## src/rtl/udp_cmd_decoder.sv

```systemverilog
// UDP command endpoint: validates fixed 4-byte command datagrams and drives capture controls.
// Define UDP_CMD_COUNTERS_EN to keep the saturating cmd/err counters; otherwise both read 8'h00.
//
// state   | meaning
// IDLE    | waiting for a header; stray payload beats are discarded
// PAYLOAD | latching command bytes 0..3 by index
// DROP    | discarding the rest of a foreign or malformed datagram
// EXEC    | one-cycle validate and apply of the latched command
module udp_cmd_decoder #(
  parameter logic [15:0] CMD_PORT   = 16'h1001,
  parameter logic [7:0]  MAGIC      = 8'hA5,
  parameter logic [15:0] PKTLEN_RST = 16'd1024
) (
  input  logic        clk,
  input  logic        reset,
  input  logic        s_udp_hdr_valid,
  output logic        s_udp_hdr_ready,
  input  logic [15:0] s_udp_dest_port,
  input  logic [15:0] s_udp_length,
  input  logic [7:0]  s_udp_payload_axis_tdata,
  input  logic        s_udp_payload_axis_tvalid,
  output logic        s_udp_payload_axis_tready,
  input  logic        s_udp_payload_axis_tlast,
  input  logic        s_udp_payload_axis_tuser,
  output logic        start_pulse,
  output logic        adc_en,
  output logic [5:0]  chan_mask,
  output logic [15:0] pkt_len,
  output logic [7:0]  cmd_count,
  output logic [7:0]  err_count
);

  typedef enum logic [1:0] {S_IDLE, S_PAYLOAD, S_DROP, S_EXEC} state_t;

  state_t      state_q, state_d;
  logic [1:0]  idx_q, idx_d;
  logic [7:0]  magic_q, magic_d;
  logic [7:0]  opcode_q, opcode_d;
  logic [7:0]  arg_hi_q, arg_hi_d;
  logic [7:0]  arg_lo_q, arg_lo_d;
  logic        tuser_q, tuser_d;
  logic        err_pend_q, err_pend_d;
  logic        hdr_ready_q, hdr_ready_d;
  logic        tready_q, tready_d;
  logic        start_pulse_q, start_pulse_d;
  logic        adc_en_q, adc_en_d;
  logic [5:0]  chan_mask_q, chan_mask_d;
  logic [15:0] pkt_len_q, pkt_len_d;
  logic        cmd_inc, err_inc;
  logic [15:0] arg;
  logic        hdr_fire, beat;

  assign arg      = {arg_hi_q, arg_lo_q};
  assign hdr_fire = s_udp_hdr_valid && hdr_ready_q;
  assign beat     = s_udp_payload_axis_tvalid && tready_q;

  always_comb begin
    state_d       = state_q;
    idx_d         = idx_q;
    magic_d       = magic_q;
    opcode_d      = opcode_q;
    arg_hi_d      = arg_hi_q;
    arg_lo_d      = arg_lo_q;
    tuser_d       = tuser_q;
    err_pend_d    = err_pend_q;
    start_pulse_d = 1'b0;
    adc_en_d      = adc_en_q;
    chan_mask_d   = chan_mask_q;
    pkt_len_d     = pkt_len_q;
    cmd_inc       = 1'b0;
    err_inc       = 1'b0;

    case (state_q)
      S_IDLE: begin
        if (hdr_fire) begin
          idx_d = 2'd0;
          // Foreign port wins over a bad length so foreign traffic never counts as an error.
          if (s_udp_dest_port != CMD_PORT) begin
            state_d    = S_DROP;
            err_pend_d = 1'b0;
          end else if (s_udp_length != 16'd12) begin
            state_d    = S_DROP;
            err_pend_d = 1'b1;
          end else begin
            state_d = S_PAYLOAD;
          end
        end
      end
      S_PAYLOAD: begin
        if (beat) begin
          case (idx_q)
            2'd0:    magic_d  = s_udp_payload_axis_tdata;
            2'd1:    opcode_d = s_udp_payload_axis_tdata;
            2'd2:    arg_hi_d = s_udp_payload_axis_tdata;
            default: arg_lo_d = s_udp_payload_axis_tdata;
          endcase
          if (s_udp_payload_axis_tlast && idx_q != 2'd3) begin
            state_d = S_IDLE;
            err_inc = 1'b1;
          end else if (idx_q == 2'd3 && !s_udp_payload_axis_tlast) begin
            state_d    = S_DROP;
            err_pend_d = 1'b1;
          end else if (idx_q == 2'd3) begin
            state_d = S_EXEC;
            tuser_d = s_udp_payload_axis_tuser;
          end else begin
            idx_d = idx_q + 2'd1;
          end
        end
      end
      S_DROP: begin
        if (beat && s_udp_payload_axis_tlast) begin
          state_d = S_IDLE;
          err_inc = err_pend_q;
        end
      end
      default: begin
        state_d = S_IDLE;
        if (tuser_q || magic_q != MAGIC) begin
          err_inc = 1'b1;
        end else begin
          case (opcode_q)
            8'h01: begin
              start_pulse_d = 1'b1;
              cmd_inc       = 1'b1;
            end
            8'h02: begin
              adc_en_d = arg[0];
              cmd_inc  = 1'b1;
            end
            8'h03: begin
              chan_mask_d = arg[5:0];
              cmd_inc     = 1'b1;
            end
            8'h04: begin
              if (arg >= 16'd8 && arg <= 16'd1472 && !arg[0]) begin
                pkt_len_d = arg;
                cmd_inc   = 1'b1;
              end else begin
                err_inc = 1'b1;
              end
            end
            default: err_inc = 1'b1;
          endcase
        end
      end
    endcase

    hdr_ready_d = (state_d == S_IDLE);
    tready_d    = (state_d != S_EXEC);
  end

`ifdef UDP_CMD_COUNTERS_EN
  logic [7:0] cmd_count_q, cmd_count_d;
  logic [7:0] err_count_q, err_count_d;

  always_comb begin
    cmd_count_d = cmd_count_q;
    err_count_d = err_count_q;
    if (cmd_inc && cmd_count_q != 8'hFF) cmd_count_d = cmd_count_q + 8'd1;
    if (err_inc && err_count_q != 8'hFF) err_count_d = err_count_q + 8'd1;
  end

  assign cmd_count = cmd_count_q;
  assign err_count = err_count_q;
`else
  logic unused_inc;
  assign unused_inc = cmd_inc ^ err_inc;
  assign cmd_count  = 8'h00;
  assign err_count  = 8'h00;
`endif

  always_ff @(posedge clk) begin
    if (reset) begin
      state_q       <= S_IDLE;
      idx_q         <= 2'd0;
      magic_q       <= 8'h00;
      opcode_q      <= 8'h00;
      arg_hi_q      <= 8'h00;
      arg_lo_q      <= 8'h00;
      tuser_q       <= 1'b0;
      err_pend_q    <= 1'b0;
      hdr_ready_q   <= 1'b1;
      tready_q      <= 1'b1;
      start_pulse_q <= 1'b0;
      adc_en_q      <= 1'b0;
      chan_mask_q   <= 6'h3F;
      pkt_len_q     <= PKTLEN_RST;
`ifdef UDP_CMD_COUNTERS_EN
      cmd_count_q   <= 8'h00;
      err_count_q   <= 8'h00;
`endif
    end else begin
      state_q       <= state_d;
      idx_q         <= idx_d;
      magic_q       <= magic_d;
      opcode_q      <= opcode_d;
      arg_hi_q      <= arg_hi_d;
      arg_lo_q      <= arg_lo_d;
      tuser_q       <= tuser_d;
      err_pend_q    <= err_pend_d;
      hdr_ready_q   <= hdr_ready_d;
      tready_q      <= tready_d;
      start_pulse_q <= start_pulse_d;
      adc_en_q      <= adc_en_d;
      chan_mask_q   <= chan_mask_d;
      pkt_len_q     <= pkt_len_d;
`ifdef UDP_CMD_COUNTERS_EN
      cmd_count_q   <= cmd_count_d;
      err_count_q   <= err_count_d;
`endif
    end
  end

  assign s_udp_hdr_ready           = hdr_ready_q;
  assign s_udp_payload_axis_tready = tready_q;
  assign start_pulse               = start_pulse_q;
  assign adc_en                    = adc_en_q;
  assign chan_mask                 = chan_mask_q;
  assign pkt_len                   = pkt_len_q;

endmodule

```

## config.mk

```make
export PLATFORM = sky130hd
export DESIGN_NAME = udp_cmd_decoder
export DESIGN_NICKNAME = d
export VERILOG_FILES = /design/src/rtl/udp_cmd_decoder.sv
export SDC_FILE = /design/constraint.sdc
export NUM_CORES = 1
export LEC_CHECK = 0
export BUFFER_PORTS_ARGS = -buffer_cell sky130_fd_sc_hd__buf_2
export CORE_MARGIN = 5
export CORE_UTILIZATION = 25
export DETAILED_ROUTE_END_ITERATION = 8
export PLACE_DENSITY = 0.51
export SLEW_MARGIN = 20
export SYNTH_ARGS = -nofsm -noshare
export SYNTH_HDL_FRONTEND = slang
export SYNTH_SLANG_ARGS = --single-unit
```

## constraint.sdc

```tcl
create_clock -name clk -period 2 [get_ports clk]
set_input_delay 0.2 -clock clk [delete_from_list [all_inputs] [get_ports clk]]
set_output_delay 0.2 -clock clk [all_outputs]
set_load 0.02 [all_outputs]
```

Word level (Yosys, flattened, before mapping)
Cells that the tools add are included.
{ "op_classes": {"n_mux": 16, "shifts": 0, "n_div": 0, "n_reduce_logical": 26, "magnitude_cmp": 2, "n_addsub": 1, "eq_ne": 19, "bitwise_logic": 5, "mul": 0} }
{ "ops": {"columns": ["operator", "n"], "rows": [
  ["2-to-1 mux 2 bit", 13],
  ["AND reduction 3 bit", 6],
  ["equality test 8 x 2 -> 1 bit, second input constant", 2],
  ["greater-or-equal comparator 16 x 4 -> 1 bit, second input constant", 1],
  ["<= comparator 16 x 11 -> 1 bit, second input constant", 1],
  ["!= test 16 x 13 -> 1 bit, second input constant", 1],
  ["!= test 16 x 4 -> 1 bit, second input constant", 1],
  ["!= test 2 bit, second input constant", 7],
  ["equality test 8 x 1 -> 1 bit, second input constant", 1],
  ["equality test 8 x 3 -> 1 bit, second input constant", 1],
  ["!= test 8 bit, second input constant", 1],
  ["logical AND 1 bit", 7],
  ["equality test 2 bit, second input constant", 3],
  ["logical NOT 2 bit", 3],
  ["one-hot mux 2 bit (3 select lines)", 1],
  ["AND reduction 6 bit", 1],
  ["OR reduction 3 bit", 2],
  ["inverter 1 bit", 5],
  ["AND reduction 5 bit", 1],
  ["OR reduction 5 bit", 1],
  ["equality test 2 x 1 -> 1 bit, second input constant", 2],
  ["one-hot mux 2 bit (2 select lines)", 1],
  ["AND reduction 4 bit", 1],
  ["adder 2 x 1 -> 2 bit, second input constant", 1],
  ["4 further kinds", 5]
]} }
{ "word_totals": {"ram_bits": 0, "rom_bits": 0, "reg_bits": 63, "input_bits": 46, "output_inout_bits": 42, "latchBits": 0, "n_memories": 0} }

Longest topological paths before layout
Gate-level depths: netlist of the first run.
{ "depth": {"word_depth": 7, "depth_mapped": 8, "ltp_nobuf": 7} }

Worst setup path after synthesis of the first run
OpenSTA, ideal clock, no wires.
{ "synth_timing": {"path_type": "register to register", "start": "reg state_q[0]", "end": "reg idx_q[1]", "arrival_time_ns": 1.788, "t_required_ns": 1.935, "path_slack_ns": 0.147, "period_less_slack_ns": 1.853, "setup_time_ns": 0.065, "stages_incl_launch_ff": 7, "cell_sequence": "dfxtp_1 -> ha_1 -> inv_1 -> or4b_1 -> a21oi_1 -> mux2_2 -> nor2_1"} }
{ "synth_between": {"elab_chain_cells": 3, "word_cells_on_any_way": 10, "cone_classes": "eq/ne (6); mux (1); reduce/logical (3)"} }
{ "synth_lines": {"columns": ["element", "line", "rtl"], "rows": [
  ["start: declaration", "35", "state_t state_q, state_d;"],
  ["start signal: assignment", "194", "state_q <= state_d;"],
  ["equality test 2 x 1 -> 1 bit / logical NOT 2 bit (equally long branches)", "73", "case (state_q)"],
  ["!= test 2 bit (no line) / nonzero test 2 bit (equally long branches)", null, null],
  ["AND reduction 6 bit (no line)", null, null],
  ["end signal: assignment", "195", "idx_q <= idx_d;"],
  ["end: declaration", "36", "logic [1:0] idx_q, idx_d;"]
]} }
Several ways; a longest one is shown, not always the timed one.
A chain may end at the register's enable or synchronous reset.

Final worst setup path of the first run
{ "layout_timing": {"start": "reg state_q[1]", "end": "reg idx_q[1]"} }
Same word-level chain as after synthesis.

==> results of run 1 <==
## path summary, 6_finish.rpt
path	endpoint	slack, ns	depth (start not counted)
max	idx_q[1]	0.13	7
min	tuser_q	0.10	3
max reg2reg	idx_q[1]	0.13	7
min reg2reg	magic_q[7]	0.45	2
## state kept, by name (all words and copies together), names as in the netlist
register	flops
pkt_len	16
s_udp_payload_axis_tready	1
adc_en	1
arg_lo_q	8
state_q	2
start_pulse	1
opcode_q	8
tuser_q	1
arg_hi_q	8
chan_mask	6
idx_q	2
s_udp_hdr_ready	1
magic_q	8
## per-layer routing
| metal | GRT usage [%] | share of wire [%] | wire [um] |
|---|---|---|---|
| met1 | 12.5 | 43 | 3000 |
| met5 | 0 | 0 | 0 |
| met2 | 18.7 | 51 | 3550 |
| met4 | 4.10 | 1.6 | 112 |
| met3 | 3.29 | 5.1 | 355 |
## what timing repair did
action / in CTS / in global routing
buffers inserted: 0 / 1
hold buffers: 0 / 0
endpoints found under the setup margin: 0 / 2
hold endpoints to repair: 0 / 0
gates resized for setup: 0 / 3
## cell type report
cell class | instances | area, um2 | share of cell area (%)
Tap cell | 140 | 175 | 4.97
Sequential cell | 63 | 1260 | 35.8
Inverter | 6 | 22.5 | 0.639
Multi-Input combinational cell | 239 | 1400 | 39.6
Clock inverter | 7 | 96.3 | 2.73
Clock buffer | 9 | 124 | 3.51
Timing Repair Buffer | 82 | 450 | 12.8
## logic make-up after synthesis
family	synth area share (%)
mux	4.70
other cells	0.134
simple gates	27.5
compound gates	11.1
fa+ha+maj	4.03
flops	45.1
buf+inv	7.39
## where the power goes
group          internal, uW  leakage (uW)  switching, uW
Combinational           183      0.000761            257
Clock                   705      0.000114            518
Sequential             1290      0.000508           29.4
Total                  2180       0.00138            805
## worst register-to-register path, cell delays in order (launching register included)
cell,delay (ns)
sky130_fd_sc_hd__dfxtp_1,0.34
sky130_fd_sc_hd__inv_1,0.12
sky130_fd_sc_hd__ha_1,0.18
sky130_fd_sc_hd__inv_1,0.05
sky130_fd_sc_hd__or4b_1,0.53
sky130_fd_sc_hd__a21oi_2,0.17
sky130_fd_sc_hd__mux2_2,0.34
sky130_fd_sc_hd__nor2_1,0.08
## stage by stage
stage | utilization, % | setup slack, ns
global route | 32.4 | 0.00204
CTS | 32.2 | 0.0287
detailed placement | 30.2 | 0.0531
finish | 32.4 | 0.128
global placement | 30.2 | 0.100
floorplan | - | 0.147
## cells in the final DEF (no fill, tap or decap), types with 6 or more instances in the layout
cell type,instances
sky130_fd_sc_hd__a21oi_1,33
sky130_fd_sc_hd__and2_1,11
sky130_fd_sc_hd__buf_2,71
sky130_fd_sc_hd__buf_4,10
sky130_fd_sc_hd__clkbuf_8,9
sky130_fd_sc_hd__conb_1,16
sky130_fd_sc_hd__dfxtp_1,63
sky130_fd_sc_hd__ha_1,9
sky130_fd_sc_hd__inv_1,6
sky130_fd_sc_hd__mux2i_1,12
sky130_fd_sc_hd__nand2_1,74
sky130_fd_sc_hd__nor2_1,20
sky130_fd_sc_hd__nor2b_1,9
sky130_fd_sc_hd__nor4_1,6
## cell usage after synthesis (all sizes together)
cell type and instances:
a211o 7, nor4 8, mux2 1, nand2 74, nor4b 5, mux2i 12
o2bb2ai 1, a32oi 1, and3 1, nand4 6, a221o 1, a21o 1
nand3 2, inv 6, a31oi 1, nor2b 10, a21boi 1, o21ai 4
or4b 1, buf 18, a21oi 34, and4bb 3, conb 1, ha 9
nor3 5, dfxtp 63, nor2 20, or2 1, o211ai 1, nor4bb 1
and2 12, clkbuf 11
==> impl_metrics.yaml, run 1 <==
outcome:
  outcome: "completed"
drt:
  dr_drc_count: 0
  post_detailed_routing_wire_length_um: 7020
  wire_per_inst_um: 12.8
  final_antenna_net_count: 0
  drt-vias-per-instance: 4.41
  dr.first_iter.drc_count: 97
  vias: 2410
  detail_route.first_pass.iterations: 4
setup_path:
  worstPathBufferInverterCount: 2
  crit_top_cell: "sky130_fd_sc_hd__inv_1"
  critical_path_arrival_ns: 2.15
  startpoint: "state_q[1]"
  timing.critical_path.cells: "inv_1 -> ha_1 -> inv_1 -> or4b_1 -> a21oi_2 -> mux2_2 -> nor2_1"
  worst_setup_path_end_kind: "flip-flop"
  critPathMaxFanout: 4
  critPathSlowestCell: "sky130_fd_sc_hd__or4b_1"
  critPathMaxStageDelay_ns: 0.53
  path_delay_family: "simple AND/OR/NAND/NOR gates"
  cp-start-kind: "flip-flop"
  path_class: "flip-flop to flip-flop"
  crit_required_ns: 2.27
  r2r-start: "state_q[1]"
timing:
  finalSetupViolCount: 0
  finalCriticalPeriod_ns: 1.87
  period_share_pct: 93.6
  peak_clock_frequency_supported_by_timing_ghz: 0.534
  final_hold_viol_count: 0
  clock_skew_ns: 0.00772
  fin_tns_setup_ns: 0
  final_max_slew_viol_count: 0
  finalHoldWorstSlack_ns: 0.104
  grt_setup_unrepaired: "false"
cells_and_area:
  stdcell_count: 546
  stdcell_area_um2: 3530
  fillers: 1131
  layout-drive-gt1-share_pct: 27.6
  syn2layout_area_growth_pct: 26.1
  ant_diodes: 0
  finalNetCount: 456
clock_tree:
  cts.sinks: 63
  cts.reportedPaths.clkPinSlew_ns: 0.07
  cts_made_buffers: 9
  clk-insertion-delay-late_ns: 0.34
  cts.htree.levels: 3
  cts-root-buf: "sky130_fd_sc_hd__clkbuf_8"
  cts_tree: "yes"
  cts.path.max_buffers: 2
hold_path:
  min-delay-path-class: "input port to flip-flop"
  timing.hold.worst.start: "s_udp_payload_axis_tuser"
global_routing:
  grt_max_degree: 32
  remaining_global_route_overflow: 0
  number_of_global_route_vias_before_repair: 2399
  gr-usage-all-layers_pct: 10.8
  grt_antenna_before_repair: 0
  first_pass_grt_wire_length_um: 11400
synthesis:
  post_synth_instance_area_um2: 2800
  ys_warn_count: 0
  synth.top_cell.area_share_pct: 45.1
  ys_seq_area_share_pct: 45.1
  post_synthesis_cells: 322
  syn-mean-instance-area_um2: 8.68
  number_of_synthesized_register_bits: 63
  ys_types: 38
  netlist.top_cell.by_area: "sky130_fd_sc_hd__dfxtp_1"
  area_contributors_post_synth: "sky130_fd_sc_hd__dfxtp_1 45%, sky130_fd_sc_hd__nand2_1 9.9%, sky130_fd_sc_hd__a21oi_1 6.1%"
floorplanning:
  area_of_the_die_um2: 13400
  placeableCoreArea_um2: 10900
  boundaryPins: 88
  die-width_um: 116
  die_h_um: 116
  initial_utilization_pct: 25.7
  rows: 38
placement:
  placed_instance_area_um2: 3290
  gp_congestion: 0.815
  place_hpwl_um: 5400
  place_inst: 529
  portBuffers: 71
pwr:
  leakagePower_uw: 0.00138
  cellPowerDensity_nw_per_um2: 847
  p_total_uw: 2990
  vdd.ir_drop.worst_mv: 0.325
job:
  drv.max_cap_violation_count: 0
Power figures use the tool's default switching activity.
==> run 2: changes to the inputs <==
==> constraint.sdc (replaced) <==
create_clock -name clk -period 2 [get_ports clk]
set_input_delay 0.6 -clock clk [delete_from_list [all_inputs] [get_ports clk]]
set_output_delay 0.6 -clock clk [all_outputs]
set_load 0.02 [all_outputs]
==> run 2 against run 1 <==
Cell area increased by 0.53%; flip-flop and latch count is the same; count of clock-buffer cells in the layout up 1; first-iteration DRC count is 13% lower; non-clock buffer count increased by 3; worst setup slack improved by 0.0044 ns; critical path depth is the same; fmax rose by 0.24%; clock skew increased by 0.0025 ns; critical path type unchanged; hold slack better by 0.35 ns; global-route usage about the same.
==> impl_metrics.yaml, run 2 (same netlist as run 1, synthesis figures left out) <==
outcome:
  outcome: "completed"
setup_path:
  ff2ff_setup_slack_ns: 0.13
  r2r-start: "state_q[1]"
  critPathMaxStageDelay_ns: 0.52
  critPathSlowestCell: "sky130_fd_sc_hd__or4b_1"
  crit_top_cell: "sky130_fd_sc_hd__inv_1"
  path_class: "flip-flop to flip-flop"
  timing.critical_path.cells: "inv_1 -> ha_1 -> inv_1 -> or4b_1 -> a21oi_2 -> mux2_2 -> nor2_1"
  critical_path_arrival_ns: 2.15
  worst_setup_path_end_kind: "flip-flop"
  cp-start-kind: "flip-flop"
  crit_required_ns: 2.28
  reg2reg_depth: 7
  startpoint: "state_q[1]"
  critPathMaxFanout: 4
  timing.rr.end: "idx_q[1]"
drt:
  drt-vias-per-instance: 4.32
  wire_per_inst_um: 12.7
  dr.first_iter.drc_count: 84
  dr_drc_count: 0
  post_detailed_routing_wire_length_um: 6950
  vias: 2374
  detail_route.first_pass.iterations: 4
  final_antenna_net_count: 0
floorplanning:
  die_h_um: 116
  area_of_the_die_um2: 13400
  initial_utilization_pct: 25.7
  boundaryPins: 88
  rows: 38
  die-width_um: 116
  placeableCoreArea_um2: 10900
cells_and_area:
  stdcell_count: 549
  layout_common_cells: "74 x sky130_fd_sc_hd__nand2_1, 71 x sky130_fd_sc_hd__buf_2, 62 x sky130_fd_sc_hd__dfxtp_1"
  stdcell_area_um2: 3540
  ant_diodes: 0
  finalNetCount: 459
  layout-drive-gt1-share_pct: 28.1
  final_util_pct: 32.6
  mostFrequentLayoutCell: "sky130_fd_sc_hd__nand2_1"
  syn2layout_area_growth_pct: 26.8
  largest_reg_flops: 16
hold_path:
  end_point_of_the_most_critical_hold_path: "magic_q[7]"
  hold_path_depth: 2
  min-delay-path-class: "flip-flop to flip-flop"
  timing.hold.worst.start: "magic_q[7]"
clock_tree:
  cts.path.max_buffers: 2
  clk-insertion-delay-late_ns: 0.34
  cts.sinks: 63
  cts-root-buf: "sky130_fd_sc_hd__clkbuf_8"
  cts_made_buffers: 9
  cts.reportedPaths.clkPinSlew_ns: 0.07
  cts.htree.levels: 3
  cts_tree: "yes"
global_routing:
  grt_antenna_before_repair: 0
  gr-usage-all-layers_pct: 10.8
  grt_max_degree: 32
  first_pass_grt_wire_length_um: 11400
  remaining_global_route_overflow: 0
  number_of_global_route_vias_before_repair: 2406
timing:
  final_max_slew_viol_count: 0
  period_share_pct: 93.4
  finalCriticalPeriod_ns: 1.87
  finalSetupViolCount: 0
  peak_clock_frequency_supported_by_timing_ghz: 0.535
  grt_setup_unrepaired: "false"
  clock_skew_ns: 0.0103
  postLayoutSetupSlackWorst_ns: 0.132
  final_hold_viol_count: 0
placement:
  placed_instance_area_um2: 3300
  preCtsSetupSlack_ns: -0.0253
  place_hpwl_um: 5340
  place_inst: 532
  portBuffers: 71
  gp_congestion: 0.761
pwr:
  vdd.ir_drop.worst_mv: 0.362
  cellPowerDensity_nw_per_um2: 850
  leakagePower_uw: 0.00142
job:
  drv.max_cap_violation_count: 0
==> run 2: changes by cell type in the layout (fill, tap and decap cells not counted) <==
cell                         delta
sky130_fd_sc_hd__dfxtp_1        -1
sky130_fd_sc_hd__nor4_2         -1
sky130_fd_sc_hd__clkinv_2       -2
sky130_fd_sc_hd__buf_6          +1
sky130_fd_sc_hd__clkbuf_8       +1
sky130_fd_sc_hd__nor4_1         +1
sky130_fd_sc_hd__buf_12         -1
sky130_fd_sc_hd__clkinvlp_4     +2
sky130_fd_sc_hd__buf_4          +3
sky130_fd_sc_hd__clkinv_4       -1
sky130_fd_sc_hd__dfxtp_2        +1
==> run 2: report_power, final <==
group,internal [uW],switching [uW]
clock network,741,519
registers,1300,32.8
logic,175,248
==> run 2: layer usage <==
layer | vias to the layer above | GRT usage (%) | part of all wire [%]
met5 | - | 0 | 0
met4 | 0 | 3.17 | 0.70
met3 | 7 | 3.81 | 5.6
met2 | 41 | 18.4 | 49
met1 | 1098 | 12.9 | 45
li1 | 1228 | - | -
==> run 2: worst max-delay path by stage <==
stage,to,slack (ns),cells after the start
final,idx_q[1],0.13,7
after CTS,pkt_len[10],0.05,7
after floorplan,idx_q[1],0.09,5
after global routing,idx_q[1],0.01,7
after detailed placement,idx_q[1],-0.03,6
after global placement,idx_q[1],0.002,6
==> run 2: timing repair <==
action                                  CTS  global route
hold buffers                              0             0
buffers inserted                          0             1
hold endpoints to repair                  0             0
gates resized for setup                   0             4
endpoints found under the setup margin    0            18
==> run 2: cell type report <==
cell class | instances | area (um2)
fillers | 1149 | 7340
flip-flops and latches | 63 | 1260
repair buffers | 85 | 464
inverters | 6 | 22.5
multi-input cells | 239 | 1390
clock buffers | 10 | 138
well taps | 140 | 175
clock inverters | 6 | 92.6
==> run 2: worst max-delay path, delay by kind of cell (launching register included) <==
kind	cells	cell delay, ns
AOI/OAI and AO/OA	1	0.16
and+or+nand+nor	2	0.60
DFF	1	0.34
buffers and inverters	2	0.18
muxes	1	0.34
adders and majority gates	1	0.17
==> run 2: stage by stage <==
stage | total power, uW | hold WS [ns] | TNS (ns)
after global placement | 1770 | 0.437 | 0
after CTS | 3030 | 0.456 | 0
after floorplan | 1630 | 0.432 | 0
after detailed placement | 1770 | 0.446 | -0.0440
after global routing | 3160 | 0.466 | 0
final | 3010 | 0.456 | 0
==> run 3: changes to the inputs <==
==> constraint.sdc (replaced) <==
create_clock -name clk -period 2 [get_ports clk]
set_input_delay 0.1 -clock clk [delete_from_list [all_inputs] [get_ports clk]]
set_output_delay 0.1 -clock clk [all_outputs]
set_load 0.02 [all_outputs]
==> run 3 against run 2 <==
Sequential power hardly changed; via count is 2.1% lower; worst setup slack worse by 0.043 ns; die area stayed put; cell area is 1.8% lower; critical path type unchanged; largest cell class unchanged; hold slack worse by 0.41 ns.
==> impl_metrics.yaml, run 3 (same netlist as run 1, synthesis figures left out) <==
timing:
  finalSetupViolCount: 0
  postLayoutSetupSlackWorst_ns: 0.0895
  fin_tns_setup_ns: 0
  clock_skew_ns: 0.0131
  finalCriticalPeriod_ns: 1.91
  peak_clock_frequency_supported_by_timing_ghz: 0.523
  pin_slew_with_the_least_headroom_to_its_limit_ns: 0.533
  final_hold_viol_count: 0
  slew_headroom_pct: 64.5
  grt_setup_unrepaired: "false"
  period_share_pct: 95.5
  final_max_slew_viol_count: 0
floorplanning:
  area_of_the_die_um2: 13400
  rows: 38
  die_h_um: 116
  initial_utilization_pct: 25.7
  die-width_um: 116
  placeableCoreArea_um2: 10900
  boundaryPins: 88
clock_tree:
  post-cts-setup-buffer-count: 0
  cts-root-buf: "sky130_fd_sc_hd__clkbuf_8"
  cts.sinks: 63
  cts.path.max_buffers: 2
  cts_tree: "yes"
  clk-insertion-delay-late_ns: 0.34
  cts.htree.levels: 3
  cts_made_buffers: 9
  cts.reportedPaths.clkPinSlew_ns: 0.07
placement:
  gp_congestion: 0.809
  preCtsSetupSlack_ns: 0.0462
  place_hpwl_um: 5420
  portBuffers: 71
job:
  drv.max_cap_violation_count: 0
global_routing:
  gr-usage-all-layers_pct: 10.9
  number_of_global_route_vias_before_repair: 2351
  first_pass_grt_wire_length_um: 11300
  remaining_global_route_overflow: 0
  grt_max_degree: 30
  grt_antenna_before_repair: 0
drt:
  drt-vias-per-instance: 4.26
  wire_per_inst_um: 12.9
  post_detailed_routing_wire_length_um: 7060
  final_antenna_net_count: 0
  dr.first_iter.drc_count: 131
  dr_drc_count: 0
  detail_route.first_pass.iterations: 4
  vias: 2323
setup_path:
  critical_path_arrival_ns: 2.19
  critPathMaxFanout: 4
  crit_required_ns: 2.27
  timing.critical_path.cells: "inv_1 -> ha_1 -> inv_1 -> or4b_1 -> a21oi_2 -> mux2_2 -> nor2_1"
  path_class: "flip-flop to flip-flop"
  critPathMaxStageDelay_ns: 0.52
  critPathSlowestCell: "sky130_fd_sc_hd__or4b_1"
  worst_setup_path_end_kind: "flip-flop"
  cp-start-kind: "flip-flop"
  crit_top_cell: "sky130_fd_sc_hd__inv_1"
pwr:
  cellPowerDensity_nw_per_um2: 812
  p_total_uw: 2830
  vdd.ir_drop.worst_mv: 0.293
  leakagePower_uw: 0.00136
cells_and_area:
  finalNetCount: 455
  layout-drive-gt1-share_pct: 26.7
  largest_reg_flops: 16
  mostFrequentLayoutCell: "sky130_fd_sc_hd__nand2_1"
  layout_common_cells: "74 x sky130_fd_sc_hd__nand2_1, 71 x sky130_fd_sc_hd__buf_2, 62 x sky130_fd_sc_hd__dfxtp_1"
  syn2layout_area_growth_pct: 24.6
  ant_diodes: 0
hold_path:
  min-delay-path-class: "input port to flip-flop"
outcome:
  outcome: "completed"
[run 3: critical path, delay by kind of cell, from the launching register on]
| kind | cells | cell delay (ns) |
|---|---|---|
| AND/OR/NAND/NOR | 2 | 0.59 |
| flip-flops | 1 | 0.34 |
| multiplexers | 1 | 0.35 |
| buffers and inverters | 2 | 0.16 |
| AO/OA/AOI/OAI | 1 | 0.21 |
| adder cells (fa/ha/maj) | 1 | 0.19 |
[run 3: where the power goes]
| group | switching (uW) | leakage, uW | internal (uW) |
|---|---|---|---|
| Sequential | 28.1 | 0.000509 | 1300 |
| Combinational | 257 | 0.000754 | 166 |
| Clock | 510 | 0.0000960 | 571 |
[run 3: what timing repair did]
| action | 4_1_cts | 5_1_grt |
|---|---|---|
| hold endpoints to repair | 1 | 0 |
| hold buffers | 1 | 0 |
| setup endpoints to repair | 0 | 2 |
| resized for setup | 0 | 2 |
[run 3: final timing paths]
check,cells past startpoint,startpoint,slack (ns),endpoint
setup / recovery,7,state_q[1],0.09,idx_q[1]
hold / removal,3,s_udp_payload_axis_tdata[2],0.05,arg_hi_q[2]
setup reg to reg,7,state_q[1],0.09,idx_q[1]
hold reg to reg,2,magic_q[7],0.46,magic_q[7]
[run 3: layer usage]
layer	track usage, %	part of all wire (%)
met5	0	0
met4	3.25	0.62
met3	4.70	6.2
met2	18.2	50
met1	12.6	44
[run 3: cell type report]
type                    instances  area [um2]
fillers                      1180        7410
multi-input cells             239        1390
flip-flops and latches         63        1260
repair buffers                 81         445
well taps                     140         175
clock buffers                  10         128
clock inverters                 6        61.3
inverters                       6        22.5
[run 3: stage by stage]
step	cell area (um2)	utilization (%)	std cells	hold slack (ns)
6_report	3480	32.0	545	0.0470
5_1_grt	3480	32.0	545	0.0269
3_5_place_dp	3280	30.1	528	0.347
2_1_floorplan	2850	-	337	0.236
4_1_cts	3480	31.9	545	0.0244
3_3_place_gp	3280	30.1	528	0.333
